--- config.mk ---
export PLATFORM = sky130hd
export DESIGN_NAME = ksa_multicycle_add_ctrl_flat
export DESIGN_NICKNAME = d
export VERILOG_FILES = /design/src/rtl/ksa_multicycle_add_ctrl_pkg.sv /design/src/rtl/ksa_multicycle_add_ctrl_if.sv /design/src/rtl/ksa_multicycle_add_ctrl_slice.sv /design/src/rtl/ksa_multicycle_add_ctrl.sv /design/src/flat_wrapper.sv
export SDC_FILE = /design/constraint.sdc
export NUM_CORES = 1
export LEC_CHECK = 0
export ABC_AREA = 1
export BUFFER_PORTS_ARGS = -buffer_cell sky130_fd_sc_hd__buf_2
export CORE_ASPECT_RATIO = 1.4
export CORE_MARGIN = 2
export CORE_UTILIZATION = 30
export CTS_CLUSTER_SIZE = 8
export DETAILED_ROUTE_END_ITERATION = 10
export HOLD_SLACK_MARGIN = 0.12
export PLACE_DENSITY = 0.51
export SKIP_LAST_GASP = 1
export SYNTH_ARGS = -nofsm -noshare
export SYNTH_HDL_FRONTEND = slang
export SYNTH_SLANG_ARGS = --single-unit
--- constraint.sdc ---
create_clock -name clk -period 3 [get_ports clk]
set_clock_uncertainty 0.15 [all_clocks]
set_input_delay 0.15 -clock clk [delete_from_list [all_inputs] [get_ports clk]]
set_output_delay 0.15 -clock clk [all_outputs]
set_load 0.01 [all_outputs]
--- src/rtl/ksa_multicycle_add_ctrl_pkg.sv ---
// Shared types and helpers for the multi-cycle Kogge-Stone add/subtract controller.
//   state_e      : controller FSM states
//   DefaultSlice : default width of the shared Kogge-Stone slice
//   idx_width()  : width of the slice-pass index, never less than one bit
package ksa_ctrl_pkg;

   typedef enum logic [1:0] {
      StIdle,
      StRun,
      StDone
   } state_e;

   localparam int unsigned DefaultSlice = 8;

   function automatic int unsigned idx_width(input int unsigned nslice);
      return (nslice > 1) ? unsigned'($clog2(nslice)) : 1;
   endfunction

endpackage

--- src/rtl/ksa_multicycle_add_ctrl_if.sv ---
// Request/response bundle for ksa_multicycle_add_ctrl.
//   in_valid/in_ready   : request handshake (requester -> block)
//   in1, in2, cin, sub  : operands, carry-in and subtract select
//   out_valid/out_ready : result handshake (block -> consumer)
//   out, cout           : registered result and final carry (1 = no borrow on subtract)
//   busy                : an operation is in flight or waiting to be taken
// master = requester/consumer side, slave = the controller.
interface ksa_multicycle_add_ctrl_if #(
   parameter int unsigned WIDTH = 32
);

   logic             in_valid;
   logic             in_ready;
   logic [WIDTH-1:0] in1;
   logic [WIDTH-1:0] in2;
   logic             cin;
   logic             sub;
   logic             out_valid;
   logic             out_ready;
   logic [WIDTH-1:0] out;
   logic             cout;
   logic             busy;

   modport master (
      output in_valid, in1, in2, cin, sub, out_ready,
      input  in_ready, out_valid, out, cout, busy
   );

   modport slave (
      input  in_valid, in1, in2, cin, sub, out_ready,
      output in_ready, out_valid, out, cout, busy
   );

endinterface

--- src/rtl/ksa_multicycle_add_ctrl_slice.sv ---
// Combinational SLICE-bit Kogge-Stone adder with carry-in.
//   in1, in2 : slice operands
//   cin      : carry into bit 0
//   out      : slice sum
//   cout     : carry out of the top bit
// The carry-in is folded into the bit-0 generate, so after the prefix tree each
// group generate g[i] is directly the carry into bit i+1.
module ksa_slice_cin
   import ksa_ctrl_pkg::*;
#(
   parameter int unsigned SLICE = DefaultSlice
) (
   input  logic [SLICE-1:0] in1,
   input  logic [SLICE-1:0] in2,
   input  logic             cin,
   output logic [SLICE-1:0] out,
   output logic             cout
);

   localparam int unsigned Levels = (SLICE > 1) ? unsigned'($clog2(SLICE)) : 0;

   logic [SLICE-1:0] p0;
   logic [SLICE-1:0] g0;
   logic [SLICE-1:0] grp_g;
   logic [SLICE-1:0] grp_p;
   logic [SLICE-1:0] nxt_g;
   logic [SLICE-1:0] nxt_p;
   logic [SLICE:0]   carries;

   always_comb begin
      p0    = in1 ^ in2;
      g0    = in1 & in2;
      g0[0] = g0[0] | (p0[0] & cin);

      grp_g = g0;
      grp_p = p0;
      nxt_g = g0;
      nxt_p = p0;
      // Level l combines each bit with the group 2^l positions below it.
      for (int l = 0; l < Levels; l++) begin
         nxt_g = grp_g;
         nxt_p = grp_p;
         for (int i = (1 << l); i < SLICE; i++) begin
            nxt_g[i] = grp_g[i] | (grp_p[i] & grp_g[i - (1 << l)]);
            nxt_p[i] = grp_p[i] & grp_p[i - (1 << l)];
         end
         grp_g = nxt_g;
         grp_p = nxt_p;
      end

      carries = {grp_g, cin};
      out     = p0 ^ carries[SLICE-1:0];
      cout    = carries[SLICE];
   end

endmodule

--- src/rtl/ksa_multicycle_add_ctrl.sv ---
// Multi-cycle WIDTH-bit add/subtract built from one shared SLICE-bit Kogge-Stone slice.
//   clk, rst : single clock, synchronous active-high reset
//   bus      : slave side of ksa_multicycle_add_ctrl_if (request, result and busy)
// A request is captured in IDLE (subtract becomes a + ~b + 1), then RUN makes one slice
// pass per cycle, lowest slice first, chaining the carry through a register. On the last
// pass the completed result and carry are loaded into the output registers and the block
// waits in DONE until the consumer takes the result.
module ksa_multicycle_add_ctrl
   import ksa_ctrl_pkg::*;
#(
   parameter int unsigned WIDTH = 32,
   parameter int unsigned SLICE = DefaultSlice
) (
   input logic                     clk,
   input logic                     rst,
   ksa_multicycle_add_ctrl_if.slave bus
);

   localparam int unsigned     NSLICE  = WIDTH / SLICE;
   localparam int unsigned     IDXW    = idx_width(NSLICE);
   localparam logic [IDXW-1:0] LastIdx = IDXW'(NSLICE - 1);

   state_e           state_q, state_d;
   logic [WIDTH-1:0] a_q, a_d;
   logic [WIDTH-1:0] b_q, b_d;
   logic [WIDTH-1:0] res_q, res_d;
   logic [WIDTH-1:0] out_q, out_d;
   logic             carry_q, carry_d;
   logic             cout_q, cout_d;
   logic [IDXW-1:0]  idx_q, idx_d;

   logic [SLICE-1:0] slice_a;
   logic [SLICE-1:0] slice_b;
   logic [SLICE-1:0] slice_sum;
   logic             slice_cout;
   logic [WIDTH-1:0] res_merged;

   // Select the operand slice for the current pass.
   always_comb begin
      slice_a = '0;
      slice_b = '0;
      for (int k = 0; k < NSLICE; k++) begin
         if (idx_q == IDXW'(k)) begin
            slice_a = a_q[k*SLICE +: SLICE];
            slice_b = b_q[k*SLICE +: SLICE];
         end
      end
   end

   ksa_slice_cin #(
      .SLICE (SLICE)
   ) u_slice (
      .in1  (slice_a),
      .in2  (slice_b),
      .cin  (carry_q),
      .out  (slice_sum),
      .cout (slice_cout)
   );

   // Result with the current pass written in; on the last pass this is the full answer.
   always_comb begin
      res_merged = res_q;
      for (int k = 0; k < NSLICE; k++) begin
         if (idx_q == IDXW'(k)) begin
            res_merged[k*SLICE +: SLICE] = slice_sum;
         end
      end
   end

   always_comb begin
      state_d = state_q;
      a_d     = a_q;
      b_d     = b_q;
      res_d   = res_q;
      carry_d = carry_q;
      idx_d   = idx_q;
      out_d   = out_q;
      cout_d  = cout_q;

      unique case (state_q)
         StIdle: begin
            if (bus.in_valid) begin
               a_d     = bus.in1;
               b_d     = bus.sub ? ~bus.in2 : bus.in2;
               carry_d = bus.sub | bus.cin;
               idx_d   = '0;
               state_d = StRun;
            end
         end
         StRun: begin
            res_d   = res_merged;
            carry_d = slice_cout;
            idx_d   = idx_q + 1'b1;
            if (idx_q == LastIdx) begin
               idx_d   = '0;
               out_d   = res_merged;
               cout_d  = slice_cout;
               state_d = StDone;
            end
         end
         StDone: begin
            if (bus.out_ready) begin
               state_d = StIdle;
            end
         end
         default: state_d = StIdle;
      endcase
   end

   always_ff @(posedge clk) begin
      if (rst) begin
         state_q <= StIdle;
         a_q     <= '0;
         b_q     <= '0;
         res_q   <= '0;
         carry_q <= 1'b0;
         idx_q   <= '0;
         out_q   <= '0;
         cout_q  <= 1'b0;
      end else begin
         state_q <= state_d;
         a_q     <= a_d;
         b_q     <= b_d;
         res_q   <= res_d;
         carry_q <= carry_d;
         idx_q   <= idx_d;
         out_q   <= out_d;
         cout_q  <= cout_d;
      end
   end

   assign bus.in_ready  = (state_q == StIdle);
   assign bus.out_valid = (state_q == StDone);
   assign bus.busy      = (state_q != StIdle);
   assign bus.out       = out_q;
   assign bus.cout      = cout_q;

endmodule
--- src/flat_wrapper.sv ---
// flat-port wrapper written by rule: the top's interface ports become plain ports
module ksa_multicycle_add_ctrl_flat import ksa_ctrl_pkg::*;
#(
   parameter int unsigned WIDTH = 32,
   parameter int unsigned SLICE = DefaultSlice
)
  (clk, rst, bus_in_valid, bus_in1, bus_in2, bus_cin, bus_sub, bus_out_ready, bus_in_ready, bus_out_valid, bus_out, bus_cout, bus_busy);
  ksa_multicycle_add_ctrl_if #(.WIDTH(WIDTH)) bus_i ();
  input logic clk;
  input logic rst;
  input wire logic [$bits(bus_i.in_valid)-1:0] bus_in_valid;
  input wire logic [$bits(bus_i.in1)-1:0] bus_in1;
  input wire logic [$bits(bus_i.in2)-1:0] bus_in2;
  input wire logic [$bits(bus_i.cin)-1:0] bus_cin;
  input wire logic [$bits(bus_i.sub)-1:0] bus_sub;
  input wire logic [$bits(bus_i.out_ready)-1:0] bus_out_ready;
  output wire logic [$bits(bus_i.in_ready)-1:0] bus_in_ready;
  output wire logic [$bits(bus_i.out_valid)-1:0] bus_out_valid;
  output wire logic [$bits(bus_i.out)-1:0] bus_out;
  output wire logic [$bits(bus_i.cout)-1:0] bus_cout;
  output wire logic [$bits(bus_i.busy)-1:0] bus_busy;
  assign bus_i.in_valid = bus_in_valid;
  assign bus_i.in1 = bus_in1;
  assign bus_i.in2 = bus_in2;
  assign bus_i.cin = bus_cin;
  assign bus_i.sub = bus_sub;
  assign bus_i.out_ready = bus_out_ready;
  assign bus_in_ready = bus_i.in_ready;
  assign bus_out_valid = bus_i.out_valid;
  assign bus_out = bus_i.out;
  assign bus_cout = bus_i.cout;
  assign bus_busy = bus_i.busy;
  ksa_multicycle_add_ctrl #(.WIDTH(WIDTH), .SLICE(SLICE)) u_core (.clk(clk), .rst(rst), .bus(bus_i));
endmodule
; ---- Yosys cells after proc, flatten, opt, wreduce, memory -nomap -nowiden
; Cells that the tools add are included.
[word_totals]
regBits = 134
wordCells = 98
ram_bits = 0
output_inout_bits = 36
memories = 0
mem_bits_ro = 0
in_bits = 70
latch_bits = 0
[classes]
n_shift = 0
eq_ne = 8
bitwise_logic = 51
reduce_logical = 8
add_sub_neg = 1
n_div = 0
mux = 22
order_cmp = 0
n_mul = 0
[op_table]
columns = operator, count
row1 = 8-bit 2-to-1 mux, 12
row2 = 32-bit 2-to-1 mux, 1
row3 = 32-bit inverter, 1
row4 = 1-bit bitwise AND, 28
row5 = 1-bit OR, 19
row6 = 8-bit bitwise XOR, 2
row7 = 2-bit 2-to-1 mux, 5
row8 = 8-bit bitwise AND, 1
row9 = "2-bit == test, second input constant", 3
row10 = 2-bit one-hot mux with 3 select lines, 1
row11 = 2-bit AND reduction, 3
row12 = "2-bit by 1-bit == test with 1-bit output, second input constant", 2
row13 = 2-bit zero test, 2
row14 = "2-bit != test, second input constant", 2
row15 = 2-bit one-hot mux with 2 select lines, 1
row16 = 2-bit nonzero test, 2
row17 = 3-bit AND reduction, 1
row18 = "2-bit by 1-bit adder with 2-bit output, second input constant", 1
row19 = "2-bit by 1-bit != test with 1-bit output, second input constant", 1
row20 = 1-bit one-hot mux with 2 select lines, 1
row21 = 1-bit 2-to-1 mux, 1

; ---- Depth between registers and ports, before layout
; Gate-level depths: netlist of the first run.
[logic_depth]
depth_word = 15
ltp_mapped = 19
mapped_depth_nobuf = 19

; ---- Modules after synthesis
; From an unflattened synthesis of the first run, not the netlist that was laid out.
[unflattened]
hier_cells = 867
hier_area_um2 = 6048.3
[by_module_without_submodules]
columns = module, n_inst, area_per_inst_um2, cells_each, seq_area_each_um2
row1 = ksa_multicycle_add_ctrl, 1, 5624.1, 800, 2522.4
row2 = ksa_slice_cin, 1, 424.2, 67, 0.0

; ---- Least setup slack after synthesis of the first run
; OpenSTA, ideal clock, no wires.
[synth_timing]
kind = register to register
startpoint = reg u_core.idx_q[0]
endpoint = reg u_core.res_q[12]
path_stages_with_launch = 19
required_time_ps = 2794
period_less_slack_ps = 3116
path_buffers = 2
path_slack_ps = -116
arrival_ps = 2911
setup_time_ps = 56
cell_sequence = dfxtp_1 inv_1 ha_1 clkbuf_1 inv_1 clkbuf_1 nand2_1 o211ai_1 o21ai_0 fa_1 fa_1 inv_1 nand3_1 nand3_1 xor2_1 nand2_1 nand3_1 nand2_1 inv_1
[synth_between]
elab_chain_cells = 14
word_cells_on_any_way = 25
cone_classes = 3 x eq/ne / 9 x mux / 12 x bitwise / 1 x reduce/logical
[synth_rtl]
columns = item, line_no
row1 = from (decl), ksa_multicycle_add_ctrl.sv:30  ; logic [IDXW-1:0] idx_q, idx_d;
row2 = from (signal assigned), ksa_multicycle_add_ctrl.sv:126  ; idx_q <= idx_d;
row3 = 2-bit zero test, ksa_multicycle_add_ctrl.sv:43  ; if (idx_q == IDXW'(k)) begin
row4 = 8-bit 2-to-1 mux (4 in series), ksa_multicycle_add_ctrl.sv:43
row5 = 8-bit bitwise XOR, ksa_multicycle_add_ctrl_slice.sv:31  ; p0 = in1 ^ in2;
row6 = 1-bit bitwise AND, ksa_multicycle_add_ctrl_slice.sv:33  ; g0[0] = g0[0] | (p0[0] & cin);
row7 = 1-bit OR, ksa_multicycle_add_ctrl_slice.sv:33
row8 = 1-bit bitwise AND, ksa_multicycle_add_ctrl_slice.sv:44  ; nxt_g[i] = grp_g[i] | (grp_p[i] & grp_g[i - (1 << l)]);
row9 = 1-bit OR, ksa_multicycle_add_ctrl_slice.sv:44
row10 = 1-bit bitwise AND, ksa_multicycle_add_ctrl_slice.sv:44
row11 = 1-bit OR, ksa_multicycle_add_ctrl_slice.sv:44
row12 = 8-bit bitwise XOR, ksa_multicycle_add_ctrl_slice.sv:52  ; out = p0 ^ carries[SLICE-1:0];
row13 = 8-bit 2-to-1 mux (*), ksa_multicycle_add_ctrl.sv:64  ; if (idx_q == IDXW'(k)) begin
row14 = to (signal assigned), ksa_multicycle_add_ctrl.sv:124  ; res_q <= res_d;
row15 = to (decl), ksa_multicycle_add_ctrl.sv:26  ; logic [WIDTH-1:0] res_q, res_d;
; Mark *: on every way between the ends. The rest lies on a longest branch, timed or not.
; A chain may end at the register's enable or synchronous reset.

; ---- Worst setup path after layout of the first run
[layout_timing]
startpoint = reg u_core.idx_q[0]
endpoint = reg u_core.out_q[2] (netlist: u_core.bus.out[2])
[layout_between]
elab_chain_cells = 12
word_cells_on_any_way = 21
cone_classes = 3 x eq/ne / 9 x mux / 7 x bitwise / 2 x reduce/logical
[layout_rtl]
columns = item, line_no
row1 = 2-bit zero test, "ksa_multicycle_add_ctrl.sv:43, ksa_multicycle_add_ctrl.sv:64"
row2 = 8-bit 2-to-1 mux (4 in series), ksa_multicycle_add_ctrl.sv:43
row3 = 8-bit bitwise XOR, ksa_multicycle_add_ctrl_slice.sv:31
row4 = 1-bit bitwise AND, ksa_multicycle_add_ctrl_slice.sv:33
row5 = 1-bit OR, ksa_multicycle_add_ctrl_slice.sv:33
row6 = 1-bit bitwise AND, ksa_multicycle_add_ctrl_slice.sv:44
row7 = 1-bit OR, ksa_multicycle_add_ctrl_slice.sv:44
row8 = 8-bit bitwise XOR, ksa_multicycle_add_ctrl_slice.sv:52
row9 = 8-bit 2-to-1 mux, ksa_multicycle_add_ctrl.sv:64
row10 = to (signal assigned), ksa_multicycle_add_ctrl.sv:127  ; out_q <= out_d;
row11 = to (decl), ksa_multicycle_add_ctrl.sv:27  ; logic [WIDTH-1:0] out_q, out_d;
; Several ways; a longest one is shown, not always the timed one.

==> impl_metrics.sql, run 1 <==
INSERT INTO impl_metrics (metric_group, metric, value, unit) VALUES
('synthesis', 'yosysSeqAreaShare', '0.4170', ''),
('grt', 'grt_max_degree', '96', ''),
('sta', 'pin_slew_with_the_least_headroom_to_its_limit', '659.1', 'ps'),
('sta', 'final_setup_violation_count', '0', ''),
('routing', 'vias', '5813', ''),
('grt', 'grt.overflow.total', '0', ''),
('cells_and_area', 'n_antenna_cell', '0', ''),
('power', 'total_leakage_power', '4.008', 'nW'),
('sta', 'timing.setup.tns', '0', 'ps'),
('routing', 'routed_wl', '16700', 'microns'),
('critical_path', 'required', '3160', 'ps'),
('grt', 'grt_pass1_vias', '5255', ''),
('clock_tree', 'clock-root-buffer', 'sky130_fd_sc_hd__clkbuf_16', ''),
('critical_path', 'worstReg2RegStart', 'u_core.idx_q[0]', ''),
('cells_and_area', 'drive_gt1_frac', '0.2151', ''),
('floorplan', 'die_w', '124', 'microns'),
('cells_and_area', 'finalNetCount', '1104', ''),
('power', 'p_total', '4.878', 'mW'),
('hold_path', 'min_path_cells', '4', ''),
('floorplan', 'fp.coreArea', '19840', 'sq um'),
('floorplan', 'floorplan.initialDensity', '0.3048', ''),
('flow_run', 'timing.max_cap.violations', '0', ''),
('sta', 'fin_crit_sh', '0.9461', ''),
('floorplan', 'die_area', '21330', 'sq um'),
('floorplan', 'rows', '61', ''),
('synthesis', 'postSynthRegisterBits', '126', ''),
('routing', 'route.detailed.vias_per_inst', '4.527', ''),
('hold_path', 'path_class_of_the_lowest_slack_min_delay_path', 'input port to flip-flop', ''),
('critical_path', 'cp_max_fo', '5', ''),
('synthesis', 'ys.warnings.count', '0', ''),
('critical_path', 'signal_arrival_time_at_the_worst_endpoint', '3000', 'ps'),
('floorplan', 'die_h', '172.0', 'microns'),
('sta', 'timing_max_transition_violations_final', '0', ''),
('routing', 'final_antenna_net_count', '0', ''),
('sta', 'max_freq', '352.3', 'MHz'),
('synthesis', 'synth_top_area_cell', 'sky130_fd_sc_hd__dfxtp_1', ''),
('clock_tree', 'worst_setup_hold_path_clk_slew', '60', 'ps'),
('grt', 'grt_antenna_before_repair', '0', ''),
('sta', 'timing.slew.headroom', '0.5606', ''),
('hold_path', 'holdCritStartpoint', 'bus_in_valid', ''),
('synthesis', 'postSynthAreaPerCell', '7.149', 'sq um'),
('sta', 'final.setup.worst_slack', '161.7', 'ps'),
('place', 'portBuffers', '105', ''),
('clock_tree', 'numCtsBuffers', '17', ''),
('cells_and_area', 'area_growth_syn_to_layout', '39.35', '%'),
('critical_path', 'critical_path_class', 'flip-flop to flip-flop', ''),
('place', 'hpwlAfterDp', '11810', 'microns'),
('synthesis', 'asyncSetResetFlopFracSynth', '0', ''),
('synthesis', 'netlist_top_cells_count', 'sky130_fd_sc_hd__dfxtp_1, sky130_fd_sc_hd__o21ai_0, sky130_fd_sc_hd__nor2_1', ''),
('floorplan', 'io-pin-count', '106', ''),
('synthesis', 'synth_top_cell_area_share', '0.4170', ''),
('status', 'status', 'complete, no violations', ''),
('place', 'dpl_worst_slack', '-117.6', 'ps'),
('synthesis', 'postSynthNetCount', '929', ''),
('critical_path', 'worst-r2r-cell-count', '15', ''),
('place', 'globalplace.congestion', '0.7855', ''),
('critical_path', 'worstSetupEndpointType', 'flip-flop', ''),
('synthesis', 'yosysMostFrequentCell', 'sky130_fd_sc_hd__dfxtp_1', ''),
('sta', 'fin_hold_ws', '165.0', 'ps'),
('routing', 'drt-wirelength-per-cell', '13.01', 'microns'),
('clock_tree', 'clock_sink_count', '126', ''),
('sta', 'count_of_final_hold_check_violations', '0', ''),
('clock_tree', 'clock_latency', '430', 'ps'),
('routing', 'violation_count_after_the_first_detailed_routing_iteration', '254', ''),
('clock_tree', 'cts_tree', 'yes', ''),
('cells_and_area', 'utilization', '0.4247', ''),
('power', 'pwr_density_cell', '578.7', 'nW/um^2'),
('power', 'vdd_drop_max', '0.3910', 'mV'),
('critical_path', 'crit_start', 'u_core.idx_q[0]', ''),
('synthesis', 'syn_area', '6048', 'sq um'),
('routing', 'dr.pass1.iters', '4', ''),
('synthesis', 'synth-edff-count', '0', ''),
('synthesis', 'synth_cell_type_count', '27', ''),
('synthesis', 'postSynth.topFlopCell', 'sky130_fd_sc_hd__dfxtp_1', ''),
('clock_tree', 'h-tree-depth', '4', ''),
('synthesis', 'ys_top_cells_by_area', 'sky130_fd_sc_hd__dfxtp_1, sky130_fd_sc_hd__o21ai_0, sky130_fd_sc_hd__nor2_1', ''),
('grt', 'global_routing_usage_summed_across_all_routing_layers', '0.1598', ''),
('critical_path', 'start_kind', 'flip-flop', ''),
('synthesis', 'post_synth_inst_count', '846', ''),
('clock_tree', 'cts_max_path_buffers', '2', ''),
('sta', 'period_needed', '2838', 'ps'),
('grt', 'grt_first_pass_wirelength', '26060', 'microns'),
('routing', 'drc', '0', '');
==> timing repair <==
action,CTS,global route
gates resized for setup,7,53
hold buffers,68,0
endpoints found under the setup margin,22,47
pin swaps,0,18
hold endpoints to repair,75,0
buffers inserted,0,5
==> power breakdown <==
part	switching (mW)	total [mW]	internal, mW
Sequential	0.0488	1.84	1.79
Clock	0.708	2.07	1.36
Combinational	0.550	0.968	0.418
Total	1.31	4.88	3.57
==> logic make-up (layout without fill, tap and decap cells) <==
family / count (synthesis) / after routing / synth area share
compound gates: 232 / 232 / 0.2077
xor+xnor: 36 / 36 / 0.05213
fa+ha+maj: 13 / 13 / 0.02938
buf+inv: 164 / 350 / 0.1074
flops: 126 / 126 / 0.4170
simple gates: 275 / 275 / 0.1864
==> through the flow <==
step / cells / instance area [sq um]
after floorplan: 846 / 6062
after global placement: 1181 / 6944
final: 1284 / 8428
after detailed placement: 1181 / 6944
after global routing: 1284 / 8428
after CTS: 1279 / 8244
==> layer usage <==
layer | wire length, microns | share of wire | track usage
met1 | 7117 | 0.43 | 0.1854
met2 | 8741 | 0.52 | 0.2881
met3 | 602 | 0.036 | 0.03166
met4 | 242 | 0.014 | 0.05667
met5 | 0 | 0 | 0
==> flip-flops by register name (all words and copies together), names as in the netlist <==
register         count
u_core.b_q          32
u_core.idx_q         2
u_core.state_q       2
u_core.res_q        24
u_core.bus.cout      1
u_core.a_q          32
u_core.carry_q       1
u_core.bus.out      32
==> cells in the final DEF, fill, tap and decap left out, types with 5 or more instances in the layout <==
cell type and instances:
sky130_fd_sc_hd__clkbuf_16 17, sky130_fd_sc_hd__nand3_2 5, sky130_fd_sc_hd__ha_1 6, sky130_fd_sc_hd__xor2_1 30
sky130_fd_sc_hd__a21oi_1 71, sky130_fd_sc_hd__buf_2 105, sky130_fd_sc_hd__nand3_1 51, sky130_fd_sc_hd__nor2_1 108
sky130_fd_sc_hd__inv_2 9, sky130_fd_sc_hd__o21a_1 26, sky130_fd_sc_hd__nand2_1 101, sky130_fd_sc_hd__o21ai_1 14
sky130_fd_sc_hd__inv_1 97, sky130_fd_sc_hd__clkbuf_8 7, sky130_fd_sc_hd__o21ai_0 96, sky130_fd_sc_hd__dfxtp_1 124
sky130_fd_sc_hd__dlygate4sd3_1 68, sky130_fd_sc_hd__buf_4 35, sky130_fd_sc_hd__a21oi_2 7
==> critical path, stage by stage, from the launching register on <==
cell                      delay [ps]
sky130_fd_sc_hd__dfxtp_2         370
sky130_fd_sc_hd__inv_2            70
sky130_fd_sc_hd__ha_2            200
sky130_fd_sc_hd__inv_2            90
sky130_fd_sc_hd__o21ai_0          80
sky130_fd_sc_hd__o21ai_0         150
sky130_fd_sc_hd__o21ai_1         130
sky130_fd_sc_hd__fa_2            420
sky130_fd_sc_hd__fa_2            350
sky130_fd_sc_hd__buf_4           140
sky130_fd_sc_hd__xnor2_1         110
sky130_fd_sc_hd__buf_4           140
sky130_fd_sc_hd__nand2_1          50
sky130_fd_sc_hd__o21ai_0          90
sky130_fd_sc_hd__o21ai_0         150
sky130_fd_sc_hd__inv_1            50
==> final timing paths <==
| path | end | slack, ps |
|---|---|---|
| setup / recovery | u_core.bus.out[2] | 160 |
| hold / removal | u_core.b_q[23] | 160 |
| hold reg to reg | u_core.b_q[13] | 300 |
| setup reg to reg | u_core.bus.out[2] | 160 |
==> layout make-up <==
cell class,instances,area (sq um)
Clock buffer,25,525.5
Timing Repair Buffer,213,1555
Fill cell,2054,11420
Multi-Input combinational cell,556,3025
Inverter,107,404.1
Sequential cell,126,2525
Tap cell,252,315.3
Clock inverter,5,77.57
Note: power is estimated with default switching activity, not from simulation.
==> run 2: changes to the inputs <==
- PLACE_DENSITY: 0.51 -> 0.49
- clock period: 3 -> 2.65 ns (I/O delays scaled with it)
==> impl_metrics.sql, run 2 (synthesis results as in run 1) <==
INSERT INTO impl_metrics (metric_group, metric, value, unit) VALUES
('critical_path', 'worst-r2r-cell-count', '16', ''),
('sta', 'pin_slew_with_the_least_headroom_to_its_limit', '834.0', 'ps'),
('sta', 'final.setup.worst_slack', '-64.80', 'ps'),
('sta', 'fin_hold_ws', '109.1', 'ps'),
('routing', 'final_antenna_net_count', '0', ''),
('cells_and_area', 'drive_gt1_frac', '0.2876', ''),
('routing', 'dr.pass1.iters', '4', ''),
('clock_tree', 'clock-root-buffer', 'sky130_fd_sc_hd__clkbuf_16', ''),
('clock_tree', 'h-tree-depth', '4', ''),
('clock_tree', 'clock_latency', '420', 'ps'),
('sta', 'fin_crit_sh', '1.024', ''),
('cells_and_area', 'most_common_cell_after_layout_fill_and_taps_aside', 'sky130_fd_sc_hd__dfxtp_1', ''),
('cells_and_area', 'area_growth_syn_to_layout', '50.74', '%'),
('critical_path', 'signal_arrival_time_at_the_worst_endpoint', '2930', 'ps'),
('sta', 'max_freq', '368.4', 'MHz'),
('cells_and_area', 'finalNetCount', '1129', ''),
('routing', 'violation_count_after_the_first_detailed_routing_iteration', '271', ''),
('power', 'pwr_density_cell', '610.2', 'nW/um^2'),
('place', 'postPlaceCellArea', '7107', 'sq um'),
('floorplan', 'die_w', '124', 'microns'),
('floorplan', 'rows', '61', ''),
('critical_path', 'critical_path_class', 'flip-flop to flip-flop', ''),
('floorplan', 'die_area', '21330', 'sq um'),
('place', 'portBuffers', '105', ''),
('clock_tree', 'clock_sink_count', '126', ''),
('hold_path', 'path_class_of_the_lowest_slack_min_delay_path', 'input port to flip-flop', ''),
('grt', 'grt_first_pass_wirelength', '28440', 'microns'),
('floorplan', 'floorplan.initialDensity', '0.3048', ''),
('cells_and_area', 'fin_area', '9117', 'sq um'),
('routing', 'drc', '0', ''),
('sta', 'timing.slew.headroom', '0.4440', ''),
('grt', 'grt_antenna_before_repair', '0', ''),
('clock_tree', 'cts_tree', 'yes', ''),
('grt', 'grt_max_degree', '64', ''),
('sta', 'count_of_final_hold_check_violations', '0', ''),
('cells_and_area', 'n_antenna_cell', '0', ''),
('clock_tree', 'cts_max_path_buffers', '2', ''),
('floorplan', 'io-pin-count', '106', ''),
('sta', 'timing_max_transition_violations_final', '0', ''),
('sta', 'final_setup_violation_count', '26', ''),
('routing', 'drt-wirelength-per-cell', '13.46', 'microns'),
('clock_tree', 'numCtsBuffers', '17', ''),
('critical_path', 'required', '2870', 'ps'),
('grt', 'grt_pass1_vias', '5776', ''),
('critical_path', 'start_kind', 'flip-flop', ''),
('routing', 'vias', '5997', ''),
('hold_path', 'min_path_cells', '4', ''),
('sta', 'timing.setup.tns', '-932.1', 'ps'),
('place', 'globalplace.congestion', '0.7968', ''),
('sta', 'period_needed', '2715', 'ps'),
('place', 'placedCellCount', '1193', ''),
('flow_run', 'timing.max_cap.violations', '0', ''),
('routing', 'routed_wl', '17620', 'microns'),
('critical_path', 'cp_max_fo', '7', ''),
('status', 'status', 'finished with violations', ''),
('cells_and_area', 'final_cell_count_no_fill', '1309', ''),
('grt', 'global_routing_usage_summed_across_all_routing_layers', '0.1722', ''),
('clock_tree', 'worst_setup_hold_path_clk_slew', '50', 'ps'),
('floorplan', 'die_h', '172.0', 'microns'),
('cells_and_area', 'top_library_cells_by_usage_in_the_layout_fill_and_taps_aside', 'sky130_fd_sc_hd__dfxtp_1, sky130_fd_sc_hd__nor2_1, sky130_fd_sc_hd__buf_2', ''),
('floorplan', 'fp.coreArea', '19840', 'sq um'),
('grt', 'grt.overflow.total', '0', ''),
('power', 'total_leakage_power', '4.237', 'nW'),
('critical_path', 'worstSetupEndpointType', 'flip-flop', ''),
('sta', 'rsz0062_at_grt', 'true', ''),
('place', 'dpl_worst_slack', '-243.2', 'ps'),
('power', 'vdd_drop_max', '0.4091', 'mV'),
('routing', 'route.detailed.vias_per_inst', '4.581', ''),
('status', 'violations', 'negative setup slack', ''),
('place', 'hpwlAfterDp', '11960', 'microns');
-- run 2: changes by cell type in the layout (fill, tap and decap cells not counted), sizes merged --
| cell | before | now |
|---|---|---|
| buf | 145 | 159 |
| dlygate4sd3 | 68 | 79 |
| clkinv | 2 | 7 |
| clkbuf | 25 | 22 |
| bufinv | 2 | 0 |
-- run 2: where the power goes --
part           switching (mW)  internal (mW)
Sequential             0.0571           2.02
Combinational           0.784          0.635
Clock                   0.821           1.24
-- run 2: stage by stage --
stage	power, mW	utilization
3_5_place_dp	3.132	0.3581
3_3_place_gp	3.119	0.3581
2_1_floorplan	2.757	-
6_report	5.563	0.4595
5_1_grt	5.850	0.4595
4_1_cts	5.399	0.4347
-- run 2: path summary, 6_finish.rpt --
check,start,end,slack (ps)
hold reg to reg,u_core.bus.out[26],u_core.bus.out[26],300
setup / recovery,u_core.idx_q[1],u_core.res_q[20],-60
setup reg to reg,u_core.idx_q[1],u_core.res_q[20],-60
hold / removal,bus_in_valid,u_core.a_q[17],110
-- run 2: worst max-delay path, cell delays in order (launching register included) --
cell                      delay [ps]
sky130_fd_sc_hd__dfxtp_4         350
sky130_fd_sc_hd__buf_6           120
sky130_fd_sc_hd__ha_4            200
sky130_fd_sc_hd__inv_6            80
sky130_fd_sc_hd__o21ai_1          60
sky130_fd_sc_hd__o21ai_1         150
sky130_fd_sc_hd__o21ai_2          90
sky130_fd_sc_hd__fa_2            380
sky130_fd_sc_hd__fa_2            360
sky130_fd_sc_hd__inv_2            70
sky130_fd_sc_hd__nand3_2          80
sky130_fd_sc_hd__nand3_4         100
sky130_fd_sc_hd__xor2_4          190
sky130_fd_sc_hd__nand2_1          90
sky130_fd_sc_hd__nand3_1          70
sky130_fd_sc_hd__nand2_1          60
sky130_fd_sc_hd__inv_1            40
-- run 2: layout make-up --
type	count	area, sq um
fillers	2050	10730
multi-input cells	556	3531
flip-flops and latches	126	2530
repair buffers	238	1805
clock buffers	22	474.2
inverters	107	419.2
well taps	252	315.3
clock inverters	8	42.54
-- run 2: repair_timing --
action | CTS | global route
pin swaps | 26 | 51
setup buffers | 4 | 5
endpoints found under the hold margin | 77 | 0
gates resized for setup | 62 | 107
hold buffers | 79 | 0
setup endpoints to repair | 51 | 51
-- run 2: per-layer routing --
metal  routed length (microns)  track usage  up-vias
met4                       390      0.07084        0
met5                         0            0        -
li1                          -            -     3124
met1                      7503       0.2065     2740
met2                      9092       0.3020      108
met3                       630      0.02836       25
==> run 3: changes to the inputs <==
- SKIP_LAST_GASP: 1 -> not set
==> impl_metrics.sql, run 3 (synthesis results as in run 1) <==
INSERT INTO impl_metrics (metric_group, metric, value, unit) VALUES
('cells_and_area', 'area_growth_syn_to_layout', '50.81', '%'),
('grt', 'global_routing_usage_summed_across_all_routing_layers', '0.1722', ''),
('critical_path', 'critical_path_class', 'flip-flop to flip-flop', ''),
('floorplan', 'die_h', '172.0', 'microns'),
('power', 'netSwitchingFraction', '0.2985', ''),
('sta', 'fin_crit_sh', '1.029', ''),
('sta', 'timing_max_transition_violations_final', '0', ''),
('cells_and_area', 'sequential_cell_area', '2530', 'sq um'),
('power', 'power.share.clock', '0.370', ''),
('sta', 'pin_slew_with_the_least_headroom_to_its_limit', '839.5', 'ps'),
('cells_and_area', 'n_antenna_cell', '0', ''),
('hold_path', 'path_class_of_the_lowest_slack_min_delay_path', 'input port to flip-flop', ''),
('floorplan', 'floorplan.initialDensity', '0.3048', ''),
('critical_path', 'start_kind', 'flip-flop', ''),
('grt', 'grt.overflow.total', '0', ''),
('grt', 'grt_pass1_vias', '5776', ''),
('clock_tree', 'clock_sink_count', '126', ''),
('status', 'status', 'finished with violations', ''),
('cells_and_area', 'finalNetCount', '1129', ''),
('cells_and_area', 'fillers', '2052', ''),
('place', 'globalplace.congestion', '0.7968', ''),
('routing', 'final_antenna_net_count', '0', ''),
('grt', 'grt_use_met2', '0.3020', ''),
('sta', 'fin_hold_ws', '111.6', 'ps'),
('grt', 'top_usage_layer', 'met2', ''),
('sta', 'count_of_final_hold_check_violations', '0', ''),
('floorplan', 'fp.coreArea', '19840', 'sq um'),
('power', 'total_leakage_power', '4.238', 'nW'),
('sta', 'rsz0062_at_grt', 'true', ''),
('power', 'switching_power', '1.660', 'mW'),
('critical_path', 'worstSetupEndpointType', 'flip-flop', ''),
('cells_and_area', 'multi_input_combinational_cell_area', '3535', 'sq um'),
('clock_tree', 'cts_max_path_buffers', '2', ''),
('place', 'portBuffers', '105', ''),
('critical_path', 'worst_path_top_cell_family_by_delay', 'adder cells', ''),
('power', 'vdd_drop_max', '0.4066', 'mV'),
('routing', 'routed_wl', '17640', 'microns'),
('critical_path', 'cp_slowest_cell', 'sky130_fd_sc_hd__fa_2', ''),
('place', 'hpwlAfterDp', '11960', 'microns'),
('routing', 'route.detailed.vias_per_inst', '4.575', ''),
('critical_path', 'signal_arrival_time_at_the_worst_endpoint', '2940', 'ps'),
('critical_path', 'timing.critical_path.cells', 'buf_6, ha_4, inv_6, o21ai_1, o21ai_1, o21ai_2, fa_2, fa_2, inv_2, nand3_2, nand3_4, xor2_4, nand2_1, nand3_1, nand2_1, inv_1', ''),
('sta', 'final.setup.worst_slack', '-77.40', 'ps'),
('power', 'internal_power', '3.902', 'mW'),
('cells_and_area', 'most_common_cell_after_layout_fill_and_taps_aside', 'sky130_fd_sc_hd__dfxtp_1', ''),
('grt', 'grt_max_degree', '64', ''),
('routing', 'violation_count_after_the_first_detailed_routing_iteration', '260', ''),
('clock_tree', 'clock_latency', '420', 'ps'),
('floorplan', 'rows', '61', ''),
('floorplan', 'die_w', '124', 'microns'),
('clock_tree', 'clock-root-buffer', 'sky130_fd_sc_hd__clkbuf_16', ''),
('sta', 'timing.setup.tns', '-1079', 'ps'),
('routing', 'drt-wirelength-per-cell', '13.48', 'microns'),
('routing', 'dr.pass1.iters', '4', ''),
('critical_path', 'critPathBufInv', '4', ''),
('sta', 'timing.slew.headroom', '0.4403', ''),
('grt', 'met1_usage', '0.2065', ''),
('floorplan', 'io-pin-count', '106', ''),
('clock_tree', 'cts_tree', 'yes', ''),
('clock_tree', 'worst_setup_hold_path_clk_slew', '50', 'ps'),
('grt', 'grt_antenna_before_repair', '0', ''),
('critical_path', 'required', '2860', 'ps'),
('cells_and_area', 'top_library_cells_by_usage_in_the_layout_fill_and_taps_aside', 'sky130_fd_sc_hd__dfxtp_1, sky130_fd_sc_hd__nor2_1, sky130_fd_sc_hd__buf_2', ''),
('routing', 'drc', '0', ''),
('routing', 'vias', '5989', ''),
('place', 'dpl_worst_slack', '-243.2', 'ps'),
('power', 'combPwrFrac', '0.256', ''),
('power', 'p_total', '5.562', 'mW'),
('sta', 'max_freq', '366.7', 'MHz'),
('critical_path', 'crit_path_max_incr_delay', '380', 'ps'),
('sta', 'final_setup_violation_count', '26', ''),
('flow_run', 'timing.max_cap.violations', '0', ''),
('grt', 'grt_first_pass_wirelength', '28440', 'microns'),
('status', 'violations', 'negative setup slack', ''),
('floorplan', 'die_area', '21330', 'sq um'),
('sta', 'period_needed', '2727', 'ps'),
('critical_path', 'cp_max_fo', '7', ''),
('cells_and_area', 'drive_gt1_frac', '0.2886', ''),
('power', 'share_of_total_power_in_sequential_cells', '0.374', ''),
('power', 'pwr_density_cell', '609.8', 'nW/um^2'),
('clock_tree', 'h-tree-depth', '4', ''),
('grt', 'grt_use_met3', '0.02836', ''),
('clock_tree', 'numCtsBuffers', '17', '');
## run 3: cell counts in the layout (fill, tap and decap cells not counted)
Identical to the previous run, type by type.
## run 3: timing repair
item,in CTS,in global routing
setup buffers,4,5
gates resized for setup,62,108
pin swaps,27,51
gates cloned,0,0
hold buffers,79,0
setup endpoints to repair,51,51
hold endpoints to repair,77,0
## run 3: path summary, 6_finish.rpt
kind / from / to / slack (ps) / cells past startpoint
worst max-delay path: u_core.idx_q[1] / u_core.res_q[12] / -80 / 16
worst min-delay path: bus_in_valid / u_core.a_q[17] / 110 / 4
worst max register to register: u_core.idx_q[1] / u_core.res_q[12] / -80 / 16
worst min register to register: u_core.bus.out[26] / u_core.bus.out[26] / 300 / 2
## run 3: layout make-up
| cell class | count | area share |
|---|---|---|
| clock buffers | 22 | 0.05199 |
| clock inverters | 8 | 0.004664 |
| inverters | 107 | 0.04595 |
| multi-input cells | 556 | 0.3875 |
| flip-flops and latches | 126 | 0.2774 |
| well taps | 252 | 0.03457 |
| repair buffers | 238 | 0.1979 |
## run 3: tightest hold or removal path, stage by stage
cell,delay [ps]
sky130_fd_sc_hd__buf_2,90
sky130_fd_sc_hd__nand2_2,80
sky130_fd_sc_hd__buf_12,180
sky130_fd_sc_hd__a21oi_1,150
## run 3: metrics by stage
step	cells	utilization	instance area, sq um
2_1_floorplan	846	-	6187
4_1_cts	1306	0.4347	8627
3_5_place_dp	1193	0.3581	7107
6_report	1309	0.4596	9121
3_3_place_gp	1193	0.3581	7107
5_1_grt	1309	0.4596	9121
## run 3: power by group through the flow
stage                     Sequential (mW)  Clock, mW  Combinational (mW)
after floorplan                      2.10          0               0.652
after global placement               2.11          0                1.00
after detailed placement             2.12          0                1.02
after CTS                            2.08       2.11                1.21
after global routing                 2.09       2.18                1.57
final                                2.08       2.06                1.42
## run 3: per-layer routing
| metal | wire length [microns] | part of all wire |
|---|---|---|
| met5 | 0 | 0 |
| met3 | 555 | 0.031 |
| met2 | 9119 | 0.52 |
| met1 | 7607 | 0.43 |
| met4 | 360 | 0.020 |
